`src/rtl/reset_sequencer.sv`:
```
// Staged reset release: hold all channels, then release them one by one every GAP_CYC cycles.
// Optional watchdog restart is compiled in when RST_WATCHDOG_EN is defined.
module reset_sequencer #(
  parameter int unsigned NCH      = 3,
  parameter int unsigned HOLD_CYC = 255,
  parameter int unsigned GAP_CYC  = 16,
  parameter int unsigned WDT_CYC  = 65535,
  parameter int unsigned CW       = 16
) (
  input  logic           clk,
  input  logic           rst_n,
  input  logic           sw_rst_req,
  input  logic           wdt_kick,
  output logic [NCH-1:0] rst_n_out,
  output logic           seq_done,
  output logic [1:0]     rst_cause
);

  typedef enum logic [1:0] {
    HOLD = 2'd0,
    REL  = 2'd1,
    RUN  = 2'd2
  } state_t;

  localparam logic [CW-1:0] HOLD_LAST = CW'(HOLD_CYC - 1);
  localparam logic [CW-1:0] GAP_LAST  = CW'(GAP_CYC - 1);

  state_t         state;
  logic           sync1;
  logic           sync2;
  logic [CW-1:0]  cnt;
  logic [NCH-1:0] rel_next;
  logic           restart;
  logic [1:0]     restart_cause;

  // Next release pattern: shift the released mask up by one channel.
  always_comb begin
    rel_next    = rst_n_out << 1;
    rel_next[0] = 1'b1;
  end

`ifdef RST_WATCHDOG_EN
  localparam logic [CW-1:0] WDT_LAST = CW'(WDT_CYC - 1);

  logic [CW-1:0] wdt_cnt;
  logic          wdt_expire;

  // Expiry fires on the edge at which the count would reach WDT_CYC.
  assign wdt_expire = (state == RUN) && !wdt_kick && (wdt_cnt == WDT_LAST);

  always_ff @(posedge clk or negedge rst_n) begin
    if (!rst_n) begin
      wdt_cnt <= '0;
    end else if (state != RUN || sw_rst_req || wdt_kick || wdt_expire) begin
      wdt_cnt <= '0;
    end else if (wdt_cnt != '1) begin
      wdt_cnt <= wdt_cnt + 1'b1;
    end
  end

  // Soft reset takes priority over a simultaneous watchdog expiry.
  always_comb begin
    restart       = sw_rst_req || wdt_expire;
    restart_cause = sw_rst_req ? 2'b01 : 2'b10;
  end
`else
  logic unused_wdt;

  assign unused_wdt = &{1'b0, wdt_kick, WDT_CYC[0]};

  always_comb begin
    restart       = sw_rst_req;
    restart_cause = 2'b01;
  end
`endif

  always_ff @(posedge clk or negedge rst_n) begin
    if (!rst_n) begin
      sync1     <= 1'b0;
      sync2     <= 1'b0;
      state     <= HOLD;
      cnt       <= '0;
      rst_n_out <= '0;
      seq_done  <= 1'b0;
      rst_cause <= 2'b00;
    end else begin
      sync1 <= 1'b1;
      sync2 <= sync1;
      if (restart) begin
        state     <= HOLD;
        cnt       <= '0;
        rst_n_out <= '0;
        seq_done  <= 1'b0;
        rst_cause <= restart_cause;
      end else begin
        case (state)
          HOLD: begin
            if (sync2) begin
              if (cnt == HOLD_LAST) begin
                cnt       <= '0;
                rst_n_out <= rel_next;
                if (NCH == 1) begin
                  state    <= RUN;
                  seq_done <= 1'b1;
                end else begin
                  state <= REL;
                end
              end else if (cnt != '1) begin
                cnt <= cnt + 1'b1;
              end
            end
          end
          REL: begin
            if (cnt == GAP_LAST) begin
              cnt       <= '0;
              rst_n_out <= rel_next;
              if (&rel_next) begin
                state    <= RUN;
                seq_done <= 1'b1;
              end
            end else if (cnt != '1) begin
              cnt <= cnt + 1'b1;
            end
          end
          RUN: begin
            cnt <= '0;
          end
          default: begin
            state <= HOLD;
          end
        endcase
      end
    end
  end

endmodule

```
`config.mk`:
```
export PLATFORM = sky130hd
export DESIGN_NAME = reset_sequencer
export DESIGN_NICKNAME = d
export VERILOG_FILES = /design/src/rtl/reset_sequencer.sv
export SDC_FILE = /design/constraint.sdc
export NUM_CORES = 1
export LEC_CHECK = 0
export CORE_MARGIN = 2
export CORE_UTILIZATION = 45
export DETAILED_ROUTE_END_ITERATION = 16
export PLACE_DENSITY = 0.72
export SLEW_MARGIN = 30
export SYNTH_ARGS = -nofsm -noshare
export SYNTH_HDL_FRONTEND = slang
export SYNTH_SLANG_ARGS = --single-unit
```
`constraint.sdc`:
```
create_clock -name clk -period 3.22 [get_ports clk]
set_clock_uncertainty 0.1 [all_clocks]
set_input_delay 0.644 -clock clk [delete_from_list [all_inputs] [get_ports clk]]
set_output_delay 0.644 -clock clk [all_outputs]
set_load 0.1 [all_outputs]
```
==> results of run 1 <==
-- metrics by stage --
step           worst slack, ns  cells
2_1_floorplan            0.994    157
3_3_place_gp             0.519    205
3_5_place_dp             0.449    205
4_1_cts                  0.597    209
5_1_grt                  0.410    209
6_report                 0.599    209
-- cell usage after synthesis --
cell	number
dfrtp_1	25
nor2_1	18
nand2_1	13
xnor2_1	11
inv_1	9
nor4_1	8
nand3_1	7
nor3_1	7
ha_1	6
nand4_1	6
a21oi_1	5
mux2i_1	3
or2_2	3
or4_1	3
a31oi_1	2
a41oi_1	2
buf_6	2
clkbuf_1	2
conb_1	2
o211ai_1	2
o21a_1	2
o22ai_1	2
or3_1	2
a22oi_1	1
a311oi_1	1
and2_1	1
and3_1	1
buf_4	1
mux2_2	1
nand2b_1	1
nor2b_1	1
nor3b_1	1
nor4_4	1
o21ai_0	1
o31ai_1	1
o31ai_4	1
o41ai_2	1
or4_4	1
-- layer usage --
metal / vias to the layer above / share of wire
met5: - / 0
met4: 0 / 0.018
met3: 6 / 0.047
met2: 26 / 0.49
met1: 573 / 0.44
li1: 576 / -
-- area by class of cell --
| cell class | instances | area share |
|---|---|---|
| Tap cell | 44 | 0.0346 |
| Inverter | 9 | 0.0212 |
| Clock buffer | 4 | 0.0165 |
| Multi-Input combinational cell | 118 | 0.489 |
| Sequential cell | 25 | 0.393 |
| Timing Repair Buffer | 9 | 0.0456 |
-- worst reg2reg max path, delay by kind of cell, from the launching register on --
kind	cells	cell delay [ns]
and+or+nand+nor	3	1.24
DFF	1	0.47
AOI/OAI and AO/OA	2	0.69
-- where the power goes --
group / switching [uW] / internal [uW]
Combinational: 68.5 / 32.8
Clock: 94.6 / 48.6
Sequential: 10.7 / 323
-- path summary, 6_finish.rpt --
kind | slack, ns | end
setup reg to reg | 0.60 | cnt[12]
hold / removal | 0.26 | sync2
min in group asynchronous | 0.56 | cnt[8]
max in group asynchronous | 2.22 | cnt[14]
setup / recovery | 0.60 | cnt[12]
hold reg to reg | 0.26 | sync2
-- flip-flops by register name, summed over array words and instances (netlist names) --
| name | flops |
|---|---|
| state | 2 |
| cnt | 16 |
| seq_done | 1 |
| sync1 | 1 |
| rst_cause | 1 |
| rst_n_out | 3 |
| sync2 | 1 |
-- layout by cell type (no fill, tap or decap), types with 7 or more instances in the layout --
cell type  instances
dfrtp_1           25
nor2_1            18
nand2_1           13
xnor2_1           11
inv_1              9
nor4_1             8
nor3_1             7
nand3_1            7
buf_4              7
-- cell families after synthesis --
| kind of cell | after synthesis | synth area share |
|---|---|---|
| multiplexers | 4 | 0.0280 |
| other | 2 | 0.00510 |
| AO/OA/AOI/OAI | 21 | 0.111 |
| XOR/XNOR | 11 | 0.0654 |
| flip-flops | 25 | 0.424 |
| AND/OR/NAND/NOR | 74 | 0.267 |
| buffers and inverters | 14 | 0.0484 |
| adder cells (fa/ha/maj) | 6 | 0.0509 |
==> flow_summary.json, run 1 <==
{
  "critPathSlowestCell": "or4_1",
  "end_kind": "register",
  "slew_headroom": 0.497,
  "syn-cell-area_sq_um": 1470,
  "fin_area_sq_um": 1590,
  "grt_setup_unrepaired": "no",
  "dpl_cell_area_sq_um": 1560,
  "ir_drop_uv": 259,
  "synthCells": 157,
  "synth.distinct_cells": 38,
  "layout.nets": 176,
  "grtUsageMet2": 0.310,
  "drt_iter0_markers": 61,
  "antenna_found_initial": 0,
  "layout-drive-gt1-share": 0.109,
  "slew_violations": 0,
  "synth_top_area_share": 0.424,
  "grt_max_degree": 26,
  "multiInputGateArea_sq_um": 777,
  "post-cts-setup-buffer-count": 0,
  "startpoint_type": "register",
  "path_buf_inv": 0,
  "cts_resized": 0,
  "clock.fmax_mhz": 382,
  "tns_ns": 0,
  "gp_congestion": 0.861,
  "area_growth_pct": 7.90,
  "gr-usage-met1": 0.215,
  "setup-violations-final": 0,
  "rows": 20,
  "slowest_delay_ns": 0.66,
  "busiest_layer": "met2",
  "htree_num_levels": 1,
  "vias": 1181,
  "cts_buffer_depth": 2,
  "r2r_cells": 5,
  "period_share": 0.814,
  "maxCapViolations": 0,
  "routed_via_density": 5.65,
  "drc": 0,
  "die_h_um": 61.2,
  "yosysTopAreaCell": "dfrtp_1",
  "diodes": 0,
  "path_max_fanout": 12,
  "outcome": "finished, final reports clean",
  "die_w_um": 61.2,
  "ys_ff_latch": 25,
  "path_class": "register to register",
  "grt_use_total": 0.181,
  "cp_num_cells": 5,
  "finalPower_uw": 578,
  "dieArea_sq_um": 3750,
  "fillers": 283,
  "tightest_slew_ns": 0.748,
  "ant_nets": 0,
  "crit_required_ns": 3.33,
  "root_buffer": "clkbuf_4",
  "hold_path_class": "register to register",
  "power_leakage_uw": 0.000617,
  "io_buffers": 7,
  "synthTopCellsByArea": "dfrtp_1, xnor2_1, ha_1",
  "first_global_vias": 1141,
  "cts_made_buffers": 3,
  "crit_chain": "or4_1 > nor4_4 > o22ai_1 > o31ai_4 > nor3_1",
  "final_util": 0.517,
  "grt_pass1_wl_um": 5030,
  "clock_latency_ns": 0.32,
  "clock-sinks": 25,
  "wire_per_inst_um": 13.8,
  "dr.pass1.iters": 4,
  "p_per_area_nw_per_um2": 364,
  "arrival_ns": 2.73,
  "r2r-start": "cnt[8]",
  "yosysWarnings": 0,
  "dpl.hpwl_um": 2120,
  "crit_start": "cnt[8]",
  "grt_overflow": 0,
  "synth.avg_cell_area_sq_um": 9.39,
  "wirelength_um": 2880,
  "start_util": 0.479,
  "timing.hold.ws_ns": 0.265,
  "final.min_clock_period_ns": 2.62,
  "hold_buffers": 0,
  "hold_start": "sync1",
  "gr-usage-met3": 0.0462,
  "hold_viol": 0,
  "crit_family": "simple AND/OR/NAND/NOR gates",
  "register_area_sq_um": 626,
  "core_sq_um": 3080,
  "syn_nets": 167,
  "hold_depth": 0,
  "cts.clk_slew.worst_paths_ns": 0.14,
  "seq_area_frac_synth": 0.424,
  "io_pins": 10,
  "tritoncts": "done"
}
Power figures use the tool's default switching activity.
==> run 2: changes to the inputs <==
--- a/config.mk
+++ b/config.mk
@@ -8,7 +8,7 @@
 export CORE_MARGIN = 2
 export CORE_UTILIZATION = 45
 export DETAILED_ROUTE_END_ITERATION = 16
-export PLACE_DENSITY = 0.72
+export PLACE_DENSITY = 0.74
 export SLEW_MARGIN = 30
 export SYNTH_ARGS = -nofsm -noshare
 export SYNTH_HDL_FRONTEND = slang
==> constraint.sdc (replaced) <==
create_clock -name clk -period 2.31 [get_ports clk]
set_clock_uncertainty 0.1 [all_clocks]
set_input_delay 0.462 -clock clk [delete_from_list [all_inputs] [get_ports clk]]
set_output_delay 0.462 -clock clk [all_outputs]
set_load 0.1 [all_outputs]
==> run 2 against run 1 <==
Against the previous run: critical path depth grew 1; utilization up 5.5 points; clock power rose by 38%; sequential cell count stayed put; clock-buffer cell count unchanged; first-iteration DRC count is 43% lower; power rose by 44%; fmax increased by 20%.
==> flow_summary.json, run 2 (same netlist as run 1, synthesis figures left out) <==
{
  "layout_common_cells": "dfrtp_1, buf_4, nor2_1",
  "reg2reg_slack_ns": 0.12,
  "hold_depth": 0,
  "dieArea_sq_um": 3750,
  "dpl_cell_area_sq_um": 1680,
  "root_buffer": "clkbuf_4",
  "grt_pass1_wl_um": 5460,
  "htree_num_levels": 1,
  "finalPower_uw": 830,
  "tritoncts": "done",
  "p_comb_frac": 0.202,
  "dpl.hpwl_um": 2400,
  "path_class": "register to register",
  "layout-drive-gt1-share": 0.227,
  "path_max_fanout": 12,
  "area_growth_pct": 19.4,
  "routed_via_density": 5.46,
  "clock.fmax_mhz": 456,
  "largest_register_ffs": 16,
  "final.min_clock_period_ns": 2.19,
  "ir_drop_uv": 414,
  "grt_max_degree": 26,
  "first_global_vias": 1218,
  "diodes": 0,
  "clock_latency_ns": 0.32,
  "wirelength_um": 3140,
  "r2r-start": "cnt[12]",
  "antenna_found_initial": 0,
  "drc": 0,
  "slowest_delay_ns": 0.59,
  "tightest_slew_ns": 0.658,
  "clock-sinks": 25,
  "crit_family": "simple AND/OR/NAND/NOR gates",
  "r2r_cells": 6,
  "crit_required_ns": 2.43,
  "intPower_uw": 585,
  "die_w_um": 61.2,
  "slew_headroom": 0.557,
  "grt_use_total": 0.198,
  "timing.rr.end": "cnt[12]",
  "crit_chain": "or4_4 > nor4_2 > o22ai_1 > o31ai_4 > buf_12 > nor3_1",
  "fillers": 277,
  "maxCapViolations": 0,
  "fin_area_sq_um": 1760,
  "arrival_ns": 2.31,
  "cts_made_buffers": 3,
  "layout.nets": 192,
  "setup-violations-final": 0,
  "seqPwrFrac": 0.560,
  "vias": 1228,
  "p_per_area_nw_per_um2": 472,
  "io_pins": 10,
  "outcome": "finished, final reports clean",
  "largest-register": "cnt",
  "power_leakage_uw": 0.000709,
  "crit_path_end": "cnt[12]",
  "hold_path_class": "register to register",
  "reg.largest.list": "cnt (16), rst_n_out (3), state (2)",
  "ant_nets": 0,
  "p_switching_uw": 245,
  "swShare": 0.296,
  "hold_buffers": 0,
  "drt_iter0_markers": 35,
  "final_util": 0.572,
  "clkPwrFrac": 0.238,
  "core_sq_um": 3080,
  "cts.clk_slew.worst_paths_ns": 0.13,
  "dr.pass1.iters": 4,
  "period_share": 0.949,
  "gp_congestion": 0.799,
  "layout_commonest_cell": "dfrtp_1",
  "rows": 20,
  "start_util": 0.479,
  "startpoint_type": "register",
  "end_kind": "register",
  "slew_violations": 0,
  "wire_per_inst_um": 14.0,
  "grt_overflow": 0,
  "cp_num_cells": 6,
  "path_buf_inv": 1,
  "die_h_um": 61.2,
  "crit_start": "cnt[12]",
  "cts_buffer_depth": 2,
  "critPathSlowestCell": "or4_4",
  "hold_viol": 0,
  "io_buffers": 7
}
==> run 2: cell count changes in the layout (fill, tap and decap cells not counted), sizes merged <==
cell	before	now
buf	7	23
==> run 2: final cells by class <==
cell class	instances	area [sq um]	share of cell area
multi-input cells	118	812	0.462
flip-flops and latches	25	627	0.356
repair buffers	25	205	0.117
well taps	44	55.1	0.0313
inverters	9	33.8	0.0192
clock buffers	4	26.3	0.0149
==> run 2: power groups by stage <==
stage                     combinational, uW  sequential [uW]  clock [uW]
final                                   168              465         198
after global routing                    188              468         218
after CTS                               161              465         201
after detailed placement                160              473           0
after global placement                  153              473           0
after floorplan                        94.0              487           0
==> run 2: metal layers <==
metal / global-route usage / part of all wire
met1: 0.225 / 0.44
met5: 0 / 0
met2: 0.354 / 0.51
met3: 0.0462 / 0.035
met4: 0.0807 / 0.023
==> run 2: repair_timing <==
| action | in CTS | in global routing |
|---|---|---|
| setup buffers | 0 | 2 |
| setup endpoints to repair | 12 | 20 |
| pin swaps | 0 | 2 |
| cloned | 0 | 0 |
| gates resized for setup | 1 | 8 |
==> run 2: worst register-to-register path: stages (launching register included) <==
cell and delay [ns]:
dfrtp_1 0.40, or4_4 0.59, nor4_2 0.36, o22ai_1 0.18, o31ai_4 0.24, buf_12 0.17, nor3_1 0.06
==> run 2: metrics by stage <==
| step | std cells | hold WS, ns | worst slack (ns) | setup TNS (ns) |
|---|---|---|---|---|
| floorplan | 157 | 0.0664 | 0.0841 | 0 |
| global placement | 219 | 0.236 | 0.0517 | 0 |
| detailed placement | 219 | 0.250 | 0.00160 | 0 |
| CTS | 223 | 0.280 | 0.00263 | 0 |
| global route | 225 | 0.290 | -0.00276 | -0.00276 |
| finish | 225 | 0.276 | 0.118 | 0 |
==> run 2: worst min path at each step <==
stage                   to  start  slack [ns]
global placement     sync2  sync1        0.24
CTS                  sync2  sync1        0.28
global route         sync2  sync1        0.29
detailed placement   sync2  sync1        0.25
floorplan           cnt[0]  rst_n        0.07
finish               sync2  sync1        0.28
==> run 3: changes to the inputs <==
==> constraint.sdc (replaced) <==
create_clock -name clk -period 2.31 [get_ports clk]
set_clock_uncertainty 0.1 [all_clocks]
set_input_delay 0.462 -clock clk [delete_from_list [all_inputs] [get_ports clk]]
set_output_delay 0.462 -clock clk [all_outputs]
set_load 0.05 [all_outputs]
==> run 3 against run 2 <==
Against the previous run: worst hold slack lost 0.015 ns; combinational power shrank 11%; critical path depth is the same; critical path type unchanged.
==> flow_summary.json, run 3 (same netlist as run 1, synthesis figures left out) <==
{
  "fillers": 277,
  "startpoint_type": "register",
  "swShare": 0.283,
  "routed_via_density": 5.59,
  "tightest_slew_ns": 0.703,
  "p_comb_frac": 0.184,
  "register_area_sq_um": 626,
  "arrival_ns": 2.35,
  "dpl.hpwl_um": 2270,
  "fin_area_sq_um": 1750,
  "hold_viol": 0,
  "largest_register_ffs": 16,
  "layout-drive-gt1-share": 0.183,
  "clock_latency_ns": 0.33,
  "wirelength_um": 3050,
  "p_per_area_nw_per_um2": 464,
  "dr.pass1.iters": 4,
  "slew_violations": 0,
  "cts_made_buffers": 3,
  "maxCapViolations": 0,
  "p_switching_uw": 229,
  "clock.fmax_mhz": 453,
  "io_pins": 10,
  "drt_iter0_markers": 24,
  "clkPwrFrac": 0.242,
  "path_class": "register to register",
  "intPower_uw": 581,
  "vias": 1253,
  "outcome": "finished, final reports clean",
  "layout_commonest_cell": "dfrtp_1",
  "crit_required_ns": 2.45,
  "multiInputGateArea_sq_um": 795,
  "rows": 20,
  "cts.clk_slew.worst_paths_ns": 0.14,
  "slew_headroom": 0.527,
  "grt_pass1_wl_um": 5090,
  "wire_per_inst_um": 13.6,
  "antenna_found_initial": 0,
  "clock-sinks": 25,
  "diodes": 0,
  "dieArea_sq_um": 3750,
  "dpl_cell_area_sq_um": 1690,
  "gp_congestion": 0.893,
  "reg2reg_slack_ns": 0.10,
  "setup-violations-final": 0,
  "grt_overflow": 0,
  "die_h_um": 61.2,
  "grt_setup_unrepaired": "no",
  "hold_path_class": "register to register",
  "period_share": 0.955,
  "grt_use_total": 0.184,
  "tritoncts": "done",
  "io_buffers": 7,
  "end_kind": "register",
  "drc": 0,
  "final.min_clock_period_ns": 2.21,
  "hold_buffers": 0,
  "ant_nets": 0,
  "layout.nets": 191,
  "root_buffer": "clkbuf_4",
  "layout_common_cells": "dfrtp_1, nor2_1, buf_4",
  "grt_max_degree": 26,
  "path_max_fanout": 5,
  "start_util": 0.479,
  "area_growth_pct": 18.4,
  "power_leakage_uw": 0.000693,
  "largest-register": "cnt",
  "first_global_vias": 1235,
  "cts_buffer_depth": 2,
  "seqPwrFrac": 0.574,
  "die_w_um": 61.2,
  "reg.largest.list": "cnt (16), rst_n_out (3), state (2)",
  "htree_num_levels": 1,
  "core_sq_um": 3080,
  "tns_ns": 0,
  "ir_drop_uv": 468
}
run 3: layout make-up:
| type | count | share of cell area |
|---|---|---|
| inverters | 9 | 0.0194 |
| well taps | 44 | 0.0315 |
| clock buffers | 4 | 0.0151 |
| flip-flops and latches | 25 | 0.358 |
| repair buffers | 24 | 0.120 |
| multi-input cells | 118 | 0.455 |
run 3: stage by stage:
| stage | hold WS, ns | cells | utilization | power (uW) | setup WS [ns] |
|---|---|---|---|---|---|
| after floorplan | 0.0664 | 157 | - | 569 | 0.0841 |
| after global placement | 0.236 | 218 | 0.548 | 614 | 0.0472 |
| after detailed placement | 0.236 | 218 | 0.548 | 619 | 0.00228 |
| after CTS | 0.265 | 222 | 0.560 | 819 | 0.0177 |
| after global routing | 0.274 | 224 | 0.567 | 858 | 0.00286 |
| final | 0.261 | 224 | 0.567 | 809 | 0.104 |
run 3: worst paths after layout:
kind,start,endpoint,depth (start not counted)
setup / recovery,cnt[6],rst_n_out[2],6
hold / removal,sync1,sync2,0
setup reg to reg,cnt[6],rst_n_out[2],6
hold reg to reg,sync1,sync2,0
max in group asynchronous,rst_n,cnt[13],2
min in group asynchronous,rst_n,cnt[11],2
run 3: critical path: stages, from the launching register on:
cell	delay (ns)
dfrtp_1	0.44
or4_4	0.57
nor4_4	0.35
buf_4	0.18
mux2_2	0.14
and2_4	0.16
mux2i_1	0.19
run 3: routing by layer:
metal  global-route usage  vias up  routed length (um)
li1                     -      604                   -
met1                0.203      611                1370
met2                0.318       34                1500
met3               0.0420        4                 139
met4                0.115        0                  38
met5                    0        -                   0
run 3: power groups by stage:
stage / Combinational [uW] / Sequential [uW] / Clock, uW
floorplan: 90.5 / 478 / 0
finish: 149 / 465 / 196
detailed placement: 146 / 473 / 0
global placement: 141 / 472 / 0
global route: 166 / 466 / 225
CTS: 147 / 465 / 207
run 3: what timing repair did:
item / in CTS / in global routing
endpoints found under the setup margin: 12 / 16
cloned: 0 / 0
resized for setup: 2 / 3
buffers inserted: 0 / 2
pin swaps: 0 / 2
